File: src/rtl/mc_pkg.sv
// mc_pkg: shared definitions for the multi-cycle MIPS-subset controller.
// Holds the state encoding, the instruction class, opcode/funct values,
// ALU operation codes and immediate-extension codes.
package mc_pkg;

  typedef enum logic [2:0] {
    S_FETCH  = 3'd0,
    S_DECODE = 3'd1,
    S_EXE    = 3'd2,
    S_MEM    = 3'd3,
    S_WB     = 3'd4,
    S_BR     = 3'd5,
    S_JMP    = 3'd6,
    S_HALT   = 3'd7
  } state_t;

  typedef enum logic [4:0] {
    C_NOP   = 5'd0,
    C_ADDU  = 5'd1,
    C_SUBU  = 5'd2,
    C_AND   = 5'd3,
    C_OR    = 5'd4,
    C_SLT   = 5'd5,
    C_SLL   = 5'd6,
    C_SRL   = 5'd7,
    C_JR    = 5'd8,
    C_ORI   = 5'd9,
    C_ADDIU = 5'd10,
    C_LUI   = 5'd11,
    C_LW    = 5'd12,
    C_SW    = 5'd13,
    C_BEQ   = 5'd14,
    C_J     = 5'd15,
    C_JAL   = 5'd16,
    C_ILL   = 5'd17
  } iclass_t;

  localparam logic [5:0] OP_RTYPE = 6'h00;
  localparam logic [5:0] OP_J     = 6'h02;
  localparam logic [5:0] OP_JAL   = 6'h03;
  localparam logic [5:0] OP_BEQ   = 6'h04;
  localparam logic [5:0] OP_ADDIU = 6'h09;
  localparam logic [5:0] OP_ORI   = 6'h0D;
  localparam logic [5:0] OP_LUI   = 6'h0F;
  localparam logic [5:0] OP_LW    = 6'h23;
  localparam logic [5:0] OP_SW    = 6'h2B;

  localparam logic [5:0] FN_SLL  = 6'h00;
  localparam logic [5:0] FN_SRL  = 6'h02;
  localparam logic [5:0] FN_JR   = 6'h08;
  localparam logic [5:0] FN_ADDU = 6'h21;
  localparam logic [5:0] FN_SUBU = 6'h23;
  localparam logic [5:0] FN_AND  = 6'h24;
  localparam logic [5:0] FN_OR   = 6'h25;
  localparam logic [5:0] FN_SLT  = 6'h2A;

  localparam logic [4:0] ALU_ADD = 5'd0;
  localparam logic [4:0] ALU_SUB = 5'd1;
  localparam logic [4:0] ALU_AND = 5'd2;
  localparam logic [4:0] ALU_OR  = 5'd3;
  localparam logic [4:0] ALU_SLT = 5'd4;
  localparam logic [4:0] ALU_SLL = 5'd5;
  localparam logic [4:0] ALU_SRL = 5'd6;
  localparam logic [4:0] ALU_LUI = 5'd7;

  localparam logic [1:0] EXT_ZERO = 2'b00;
  localparam logic [1:0] EXT_SIGN = 2'b01;
  localparam logic [1:0] EXT_LUI  = 2'b10;

  // R-type ALU classes write rd rather than rt
  function automatic logic is_rtype_alu(input iclass_t c);
    logic r;
    case (c)
      C_ADDU, C_SUBU, C_AND, C_OR, C_SLT, C_SLL, C_SRL: r = 1'b1;
      default:                                          r = 1'b0;
    endcase
    return r;
  endfunction

endpackage

File: src/rtl/mc_ctrl_if.sv
// mc_ctrl_if: controller <-> datapath bus. master = controller side,
// slave = datapath side. The illegal port exists only when
// MC_CTRL_ILLEGAL_TRAP_EN is defined.
interface mc_ctrl_if;
  logic [31:0] instruction;
  logic        zero;
  logic        dm_ready;
  logic        PCWr, IRWr, RegWr, MemWr;
  logic        RegDst, Link;
  logic        ALUSrc, MemtoReg, Branch, Jump, JrSel;
  logic        MemRd;
  logic [1:0]  ExtOp;
  logic [4:0]  ALUctr;
  logic        dm_timeout;
`ifdef MC_CTRL_ILLEGAL_TRAP_EN
  logic        illegal;
`endif

  modport master (
    input  instruction, zero, dm_ready,
    output PCWr, IRWr, RegWr, MemWr, RegDst, Link,
    output ALUSrc, MemtoReg, Branch, Jump, JrSel, MemRd,
    output ExtOp, ALUctr, dm_timeout
`ifdef MC_CTRL_ILLEGAL_TRAP_EN
    , output illegal
`endif
  );

  modport slave (
    output instruction, zero, dm_ready,
    input  PCWr, IRWr, RegWr, MemWr, RegDst, Link,
    input  ALUSrc, MemtoReg, Branch, Jump, JrSel, MemRd,
    input  ExtOp, ALUctr, dm_timeout
`ifdef MC_CTRL_ILLEGAL_TRAP_EN
    , input illegal
`endif
  );
endinterface

File: src/rtl/mc_decode.sv
// mc_decode: combinational opcode/funct to instruction-class map.
// Anything outside the supported subset decodes as C_ILL.
module mc_decode
  import mc_pkg::*;
(
  input  logic [5:0] opcode,
  input  logic [5:0] funct,
  output iclass_t    iclass
);

  // classify the instruction word currently held in IR
  always_comb begin
    iclass = C_ILL;
    case (opcode)
      OP_RTYPE: begin
        case (funct)
          FN_ADDU: iclass = C_ADDU;
          FN_SUBU: iclass = C_SUBU;
          FN_AND:  iclass = C_AND;
          FN_OR:   iclass = C_OR;
          FN_SLT:  iclass = C_SLT;
          FN_SLL:  iclass = C_SLL;
          FN_SRL:  iclass = C_SRL;
          FN_JR:   iclass = C_JR;
          default: iclass = C_ILL;
        endcase
      end
      OP_J:     iclass = C_J;
      OP_JAL:   iclass = C_JAL;
      OP_BEQ:   iclass = C_BEQ;
      OP_ADDIU: iclass = C_ADDIU;
      OP_ORI:   iclass = C_ORI;
      OP_LUI:   iclass = C_LUI;
      OP_LW:    iclass = C_LW;
      OP_SW:    iclass = C_SW;
      default:  iclass = C_ILL;
    endcase
  end

endmodule

File: src/rtl/mc_ctrl.sv
// mc_ctrl: multi-cycle control unit (FETCH/DECODE/EXE/MEM/WB/BR/JMP).
// Outputs decode from the registered state, latched class and stall
// counter; a MEM access is abandoned after DM_WAIT_MAX cycles without
// dm_ready. Optional feature macro: MC_CTRL_ILLEGAL_TRAP_EN (unsupported
// instructions trap into HALT and raise illegal).
module mc_ctrl
  import mc_pkg::*;
#(
  parameter logic [3:0] DM_WAIT_MAX = 4'd15
) (
  input  logic      clk,
  input  logic      reset,
  mc_ctrl_if.master bus
);

  state_t     state_r;
  iclass_t    class_r;
  logic [3:0] stall_r;
  iclass_t    dec_class_s;
  logic       mem_done_s;
  logic       timeout_s;

  mc_decode u_decode (
    .opcode (bus.instruction[31:26]),
    .funct  (bus.instruction[5:0]),
    .iclass (dec_class_s)
  );

  // MEM completion wins over an expiring stall budget
  always_comb begin
    mem_done_s = 1'b0;
    timeout_s  = 1'b0;
    if (state_r == S_MEM) begin
      mem_done_s = bus.dm_ready;
      timeout_s  = !bus.dm_ready && (stall_r >= (DM_WAIT_MAX - 4'd1));
    end else begin
      mem_done_s = 1'b0;
      timeout_s  = 1'b0;
    end
  end

  // sequencer: state, latched class and MEM stall counter
  always_ff @(posedge clk or negedge reset) begin
    if (!reset) begin
      state_r <= S_FETCH;
      class_r <= C_NOP;
      stall_r <= 4'd0;
    end else begin
      case (state_r)
        S_FETCH: state_r <= S_DECODE;
        S_DECODE: begin
          class_r <= dec_class_s;
          case (dec_class_s)
            C_BEQ:            state_r <= S_BR;
            C_J, C_JAL, C_JR: state_r <= S_JMP;
            C_NOP:            state_r <= S_FETCH;
`ifdef MC_CTRL_ILLEGAL_TRAP_EN
            C_ILL:            state_r <= S_HALT;
`else
            C_ILL:            state_r <= S_FETCH;
`endif
            default:          state_r <= S_EXE;
          endcase
        end
        S_EXE: begin
          stall_r <= 4'd0;
          if ((class_r == C_LW) || (class_r == C_SW)) begin
            state_r <= S_MEM;
          end else begin
            state_r <= S_WB;
          end
        end
        S_MEM: begin
          if (mem_done_s) begin
            state_r <= (class_r == C_LW) ? S_WB : S_FETCH;
          end else if (timeout_s) begin
            state_r <= S_FETCH;
          end else begin
            stall_r <= stall_r + 4'd1;
          end
        end
        S_WB, S_BR, S_JMP: state_r <= S_FETCH;
`ifdef MC_CTRL_ILLEGAL_TRAP_EN
        S_HALT:  state_r <= S_HALT;
`else
        S_HALT:  state_r <= S_FETCH;
`endif
        default: state_r <= S_FETCH;
      endcase
    end
  end

  // control strobes; everything is held low while reset is asserted
  always_comb begin
    bus.PCWr       = 1'b0;
    bus.IRWr       = 1'b0;
    bus.RegWr      = 1'b0;
    bus.MemWr      = 1'b0;
    bus.RegDst     = 1'b0;
    bus.Link       = 1'b0;
    bus.ALUSrc     = 1'b0;
    bus.MemtoReg   = 1'b0;
    bus.Branch     = 1'b0;
    bus.Jump       = 1'b0;
    bus.JrSel      = 1'b0;
    bus.MemRd      = 1'b0;
    bus.ExtOp      = EXT_ZERO;
    bus.ALUctr     = ALU_ADD;
    bus.dm_timeout = 1'b0;
`ifdef MC_CTRL_ILLEGAL_TRAP_EN
    bus.illegal    = 1'b0;
`endif
    if (reset) begin
      case (state_r)
        S_FETCH: begin
          bus.PCWr = 1'b1;
          bus.IRWr = 1'b1;
        end
        S_EXE: begin
          case (class_r)
            C_ADDU:  bus.ALUctr = ALU_ADD;
            C_SUBU:  bus.ALUctr = ALU_SUB;
            C_AND:   bus.ALUctr = ALU_AND;
            C_OR:    bus.ALUctr = ALU_OR;
            C_SLT:   bus.ALUctr = ALU_SLT;
            C_SLL:   bus.ALUctr = ALU_SLL;
            C_SRL:   bus.ALUctr = ALU_SRL;
            C_ORI: begin
              bus.ALUSrc = 1'b1;
              bus.ExtOp  = EXT_ZERO;
              bus.ALUctr = ALU_OR;
            end
            C_ADDIU, C_LW, C_SW: begin
              bus.ALUSrc = 1'b1;
              bus.ExtOp  = EXT_SIGN;
              bus.ALUctr = ALU_ADD;
            end
            C_LUI: begin
              bus.ALUSrc = 1'b1;
              bus.ExtOp  = EXT_LUI;
              bus.ALUctr = ALU_LUI;
            end
            default: bus.ALUctr = ALU_ADD;
          endcase
        end
        S_MEM: begin
          bus.MemRd      = (class_r == C_LW) && !timeout_s;
          bus.MemWr      = (class_r == C_SW) && !timeout_s;
          bus.dm_timeout = timeout_s;
        end
        S_WB: begin
          bus.RegWr    = 1'b1;
          bus.RegDst   = is_rtype_alu(class_r);
          bus.MemtoReg = (class_r == C_LW);
        end
        S_BR: begin
          bus.Branch = 1'b1;
          bus.PCWr   = bus.zero;
        end
        S_JMP: begin
          bus.Jump  = 1'b1;
          bus.PCWr  = 1'b1;
          bus.Link  = (class_r == C_JAL);
          bus.RegWr = (class_r == C_JAL);
          bus.JrSel = (class_r == C_JR);
        end
`ifdef MC_CTRL_ILLEGAL_TRAP_EN
        S_HALT:  bus.illegal = 1'b1;
`endif
        default: bus.PCWr = 1'b0;
      endcase
    end else begin
      bus.PCWr = 1'b0;
    end
  end

endmodule

File: src/flat_wrapper.sv
// flat-port wrapper written by rule: the top's interface ports become plain ports
module mc_ctrl_flat import mc_pkg::*;
#(
  parameter logic [3:0] DM_WAIT_MAX = 4'd15
)
  (clk, reset, bus_instruction, bus_zero, bus_dm_ready, bus_PCWr, bus_IRWr, bus_RegWr, bus_MemWr, bus_RegDst, bus_Link, bus_ALUSrc, bus_MemtoReg, bus_Branch, bus_Jump, bus_JrSel, bus_MemRd, bus_ExtOp, bus_ALUctr, bus_dm_timeout);
  mc_ctrl_if bus_i ();
  input  logic clk;
  input  logic reset;
  input wire logic [$bits(bus_i.instruction)-1:0] bus_instruction;
  input wire logic [$bits(bus_i.zero)-1:0] bus_zero;
  input wire logic [$bits(bus_i.dm_ready)-1:0] bus_dm_ready;
  output wire logic [$bits(bus_i.PCWr)-1:0] bus_PCWr;
  output wire logic [$bits(bus_i.IRWr)-1:0] bus_IRWr;
  output wire logic [$bits(bus_i.RegWr)-1:0] bus_RegWr;
  output wire logic [$bits(bus_i.MemWr)-1:0] bus_MemWr;
  output wire logic [$bits(bus_i.RegDst)-1:0] bus_RegDst;
  output wire logic [$bits(bus_i.Link)-1:0] bus_Link;
  output wire logic [$bits(bus_i.ALUSrc)-1:0] bus_ALUSrc;
  output wire logic [$bits(bus_i.MemtoReg)-1:0] bus_MemtoReg;
  output wire logic [$bits(bus_i.Branch)-1:0] bus_Branch;
  output wire logic [$bits(bus_i.Jump)-1:0] bus_Jump;
  output wire logic [$bits(bus_i.JrSel)-1:0] bus_JrSel;
  output wire logic [$bits(bus_i.MemRd)-1:0] bus_MemRd;
  output wire logic [$bits(bus_i.ExtOp)-1:0] bus_ExtOp;
  output wire logic [$bits(bus_i.ALUctr)-1:0] bus_ALUctr;
  output wire logic [$bits(bus_i.dm_timeout)-1:0] bus_dm_timeout;
  assign bus_i.instruction = bus_instruction;
  assign bus_i.zero = bus_zero;
  assign bus_i.dm_ready = bus_dm_ready;
  assign bus_PCWr = bus_i.PCWr;
  assign bus_IRWr = bus_i.IRWr;
  assign bus_RegWr = bus_i.RegWr;
  assign bus_MemWr = bus_i.MemWr;
  assign bus_RegDst = bus_i.RegDst;
  assign bus_Link = bus_i.Link;
  assign bus_ALUSrc = bus_i.ALUSrc;
  assign bus_MemtoReg = bus_i.MemtoReg;
  assign bus_Branch = bus_i.Branch;
  assign bus_Jump = bus_i.Jump;
  assign bus_JrSel = bus_i.JrSel;
  assign bus_MemRd = bus_i.MemRd;
  assign bus_ExtOp = bus_i.ExtOp;
  assign bus_ALUctr = bus_i.ALUctr;
  assign bus_dm_timeout = bus_i.dm_timeout;
  mc_ctrl #(.DM_WAIT_MAX(DM_WAIT_MAX)) u_core (.clk(clk), .reset(reset), .bus(bus_i));
endmodule
File: config.mk
export PLATFORM = sky130hd
export DESIGN_NAME = mc_ctrl_flat
export DESIGN_NICKNAME = d
export VERILOG_FILES = /design/src/rtl/mc_pkg.sv /design/src/rtl/mc_ctrl_if.sv /design/src/rtl/mc_decode.sv /design/src/rtl/mc_ctrl.sv /design/src/flat_wrapper.sv
export SDC_FILE = /design/constraint.sdc
export NUM_CORES = 1
export LEC_CHECK = 0
export ABC_AREA = 1
export CAP_MARGIN = 20
export CORE_UTILIZATION = 41
export DETAILED_ROUTE_END_ITERATION = 10
export PLACE_DENSITY_LB_ADDON = 0.12
export SETUP_SLACK_MARGIN = 0.2
export SKIP_LAST_GASP = 1
export SLEW_MARGIN = 20
export SYNTH_ARGS = -nofsm -noshare
export SYNTH_HDL_FRONTEND = slang
export SYNTH_SLANG_ARGS = --single-unit
File: constraint.sdc
create_clock -name clk -period 1.5 [get_ports clk]
set_input_delay 0.225 -clock clk [delete_from_list [all_inputs] [get_ports clk]]
set_output_delay 0.225 -clock clk [all_outputs]
set_load 0.02 [all_outputs]
==> flow_metrics.py, run 1 <==
metrics = {
    "sta": {
        "finalMaxSlewViolations": 0,
        "rsz0062_at_grt": "yes",
        "fmax_mhz": 499,
        "setup_violations": 28,
        "skew_ns": 0.0108,
        "hold_violations": 0,
        "fin_crit_sh": 1.34,
        "setup_slack_ns": -0.505,
        "fin_setup_tns_ns": -7.48,
        "whs_ns": 0.236,
        "fin_crit_ns": 2.01,
    },
    "clock_tree": {
        "clk_pin_slew_ns": 0.09,
        "ctsHoldBuffers": 0,
        "cts_tree": "yes",
        "clk_path_buf_depth": 2,
        "cts-buffers-inserted": 3,
        "htree_levels": 1,
        "cts.sinks": 12,
        "clockRootBuffer": "clkbuf_4",
        "clk_latency_ns": 0.29,
    },
    "detailed_routing": {
        "ant_nets": 0,
        "post_drt_wl_per_cell_um": 23.5,
        "drt_iter0_markers": 240,
        "routed_via_density": 6.48,
        "drt_pre_antenna_iters": 8,
        "dr_total_vias": 2197,
        "drcViolationCount": 0,
        "drt-total-wl_um": 7970,
    },
    "finish": {
        "fill_cells": 83,
        "fin_util": 0.942,
        "nNetsFinal": 347,
        "seqCellArea_sq_um": 303,
        "syn_to_final_growth_pct": 116,
        "drive_gt1_frac": 0.594,
        "multi_input_area_sq_um": 1190,
        "final_cells": 339,
        "antenna_cells": 0,
    },
    "outcome": {
        "status": "finished, violations left",
        "violations": "negative setup slack",
    },
    "die": {
        "die_h_um": 56.4,
        "start_util": 0.436,
        "die-area_sq_um": 3180,
        "rows": 19,
        "ios": 56,
        "fp.dieW_um": 56.4,
        "core_sq_um": 2780,
    },
    "global_routing": {
        "grt_usage": 0.373,
        "grt_overflow": 0,
        "grt_pass1_wl_um": 9060,
        "grt_pass1_vias": 1989,
        "antenna_found_initial": 0,
        "grt_max_degree": 11,
    },
    "logic_synthesis": {
        "synth-seq-cells": 12,
        "synth_largest_area_cell": "dfrtp_1",
        "yosys-top-cells-area": "dfrtp_1, nand2_1, nor2_1, inv_1, nand3_1",
        "syn_area_sq_um": 1210,
        "syn-instance-count": 197,
        "synth_common_cells": "nand2_1, nor2_1, inv_1",
        "synth-main-ff-cell": "dfrtp_1",
        "synth_cell_type_count": 33,
        "synthMostInstantiatedCell": "nand2_1",
        "yosysWarningCount": 0,
        "syn_avg_cell_area_sq_um": 6.16,
        "synth_edf_count": 0,
        "yosysSeqAreaShare": 0.247,
        "synth_top_area_frac": 0.247,
        "synth-async-reset-ratio": 1.00,
    },
    "worst_setup_path": {
        "worst-path-max-fanout": 3,
        "endpoint_kind": "output port",
        "arrival_ns": 1.78,
        "crit_type": "register to output port",
        "cp.required_ns": 1.27,
        "start_kind": "register",
    },
    "placement": {
        "place_ws_ns": -0.707,
        "dp_hpwl_um": 3420,
        "numPortBuffers": 33,
        "placed_cells": 317,
        "gp_congestion": 0.888,
    },
    "power": {
        "vdd_drop_max_v": 0.00116,
        "powerDensity_nw_per_um2": 1260,
        "p_leak_nw": 1.27,
    },
    "min_path": {
        "hold_class": "input port to async pin",
    },
    "flow_run": {
        "maxCapViolCount": 0,
    },
}
-- worst paths after layout --
kind                                                 endpoint  cells after the start  slack (ns)                          start
max in group asynchronous       u_core.class_r[3]$_DFFE_PN0P_                      3        0.90                          reset
worst max-delay path                                bus_RegWr                      5       -0.51  u_core.state_r[2]$_DFFE_PN0P_
min in group clk                u_core.stall_r[3]$_DFFE_PN0P_                      2        0.59  u_core.stall_r[3]$_DFFE_PN0P_
worst max register to register  u_core.stall_r[3]$_DFFE_PN0P_                     10       -0.22  u_core.stall_r[0]$_DFFE_PN0P_
worst min-delay path            u_core.stall_r[0]$_DFFE_PN0P_                      2        0.24                          reset
worst min register to register  u_core.stall_r[3]$_DFFE_PN0P_                      2        0.59  u_core.stall_r[3]$_DFFE_PN0P_
-- cell type report --
class / count / area share
sequential: 12 / 0.116
timing repair buffer: 109 / 0.357
inverter: 31 / 0.0492
tap: 31 / 0.0148
clock buffer: 4 / 0.0100
multi-input combinational: 152 / 0.454
-- where the power goes --
part	switching (W)	internal (W)	total (W)
registers	0.000165	0.000448	0.000612
clock network	0.000130	0.000104	0.000233
logic	0.00138	0.00107	0.00245
total	0.00167	0.00163	0.00330
-- flip-flops by register name, summed over array words and instances, names as in the netlist --
name / flops
u_core.class_r: 5
u_core.stall_r: 4
u_core.state_r: 3
-- stage by stage --
stage / total power (W) / cell area, sq um
after floorplan: 0.00127 / 1370
after global placement: 0.00194 / 2160
after detailed placement: 0.00203 / 2160
after CTS: 0.00254 / 2430
after global routing: 0.00337 / 2620
final: 0.00330 / 2620
-- timing repair --
| action | in CTS | in global routing |
|---|---|---|
| endpoints found under the setup margin | 30 | 30 |
| hold endpoints to repair | 0 | 0 |
| setup buffers | 8 | 9 |
| resized for setup | 170 | 34 |
| gates cloned | 1 | 0 |
| pin swaps | 28 | 18 |
-- cell usage in the layout (no fill, tap or decap), drive strengths merged --
cell type      synthesis  final
nand3                 23     23
a211oi                 1      1
inv                   31     31
a211o                  1      1
nor3b                  1      1
clkdlybuf4s50          0      3
o2111ai                1      1
buf                    3     94
a31oi                  2      2
nand4                  6      6
xnor2                  1      1
dfrtp                 12     12
nand2                 45     45
nor4                   3      3
conb                   1      2
ha                     2      2
o21ai                  6      6
nor2                  41     41
nor3                   8      8
dlygate4sd2            0     12
o31ai                  3      3
a21oi                  5      5
clkbuf                 0      4
nand3b                 1      1
-- cells by family after synthesis --
kind of cell,Yosys count,share of synthesized area
DFF,12,0.247
AOI/OAI and AO/OA,19,0.102
xor gates and xnor gates,1,0.00722
buffers and inverters,34,0.112
and+or+nand+nor,128,0.507
adders and majority gates,2,0.0206
other,1,0.00309
-- critical path: stages (launching register included) --
cell	delay (ns)
dfrtp_1	0.44
inv_2	0.10
nor4_4	0.36
nand3_2	0.21
o31ai_4	0.24
buf_6	0.15
-- layer usage --
| metal | GRT usage | vias to the layer above | wire length [um] | share of wire |
|---|---|---|---|---|
| li1 | - | 868 | - | - |
| met1 | 0.381 | 978 | 2590 | 0.33 |
| met2 | 0.714 | 260 | 3640 | 0.46 |
| met3 | 0.0392 | 91 | 908 | 0.11 |
| met4 | 0.233 | 0 | 831 | 0.10 |
| met5 | 0 | - | 0 | 0 |
No activity file was read; power rests on OpenSTA's default activity.
==> run 2: changes to the inputs <==
- CAP_MARGIN: 20 -> default
- CTS_CLUSTER_DIAMETER: default -> 120
- HOLD_SLACK_MARGIN: default -> 0.15
==> results of run 2 <==
Final layout, timing and power as in run 1 (identical DEF).
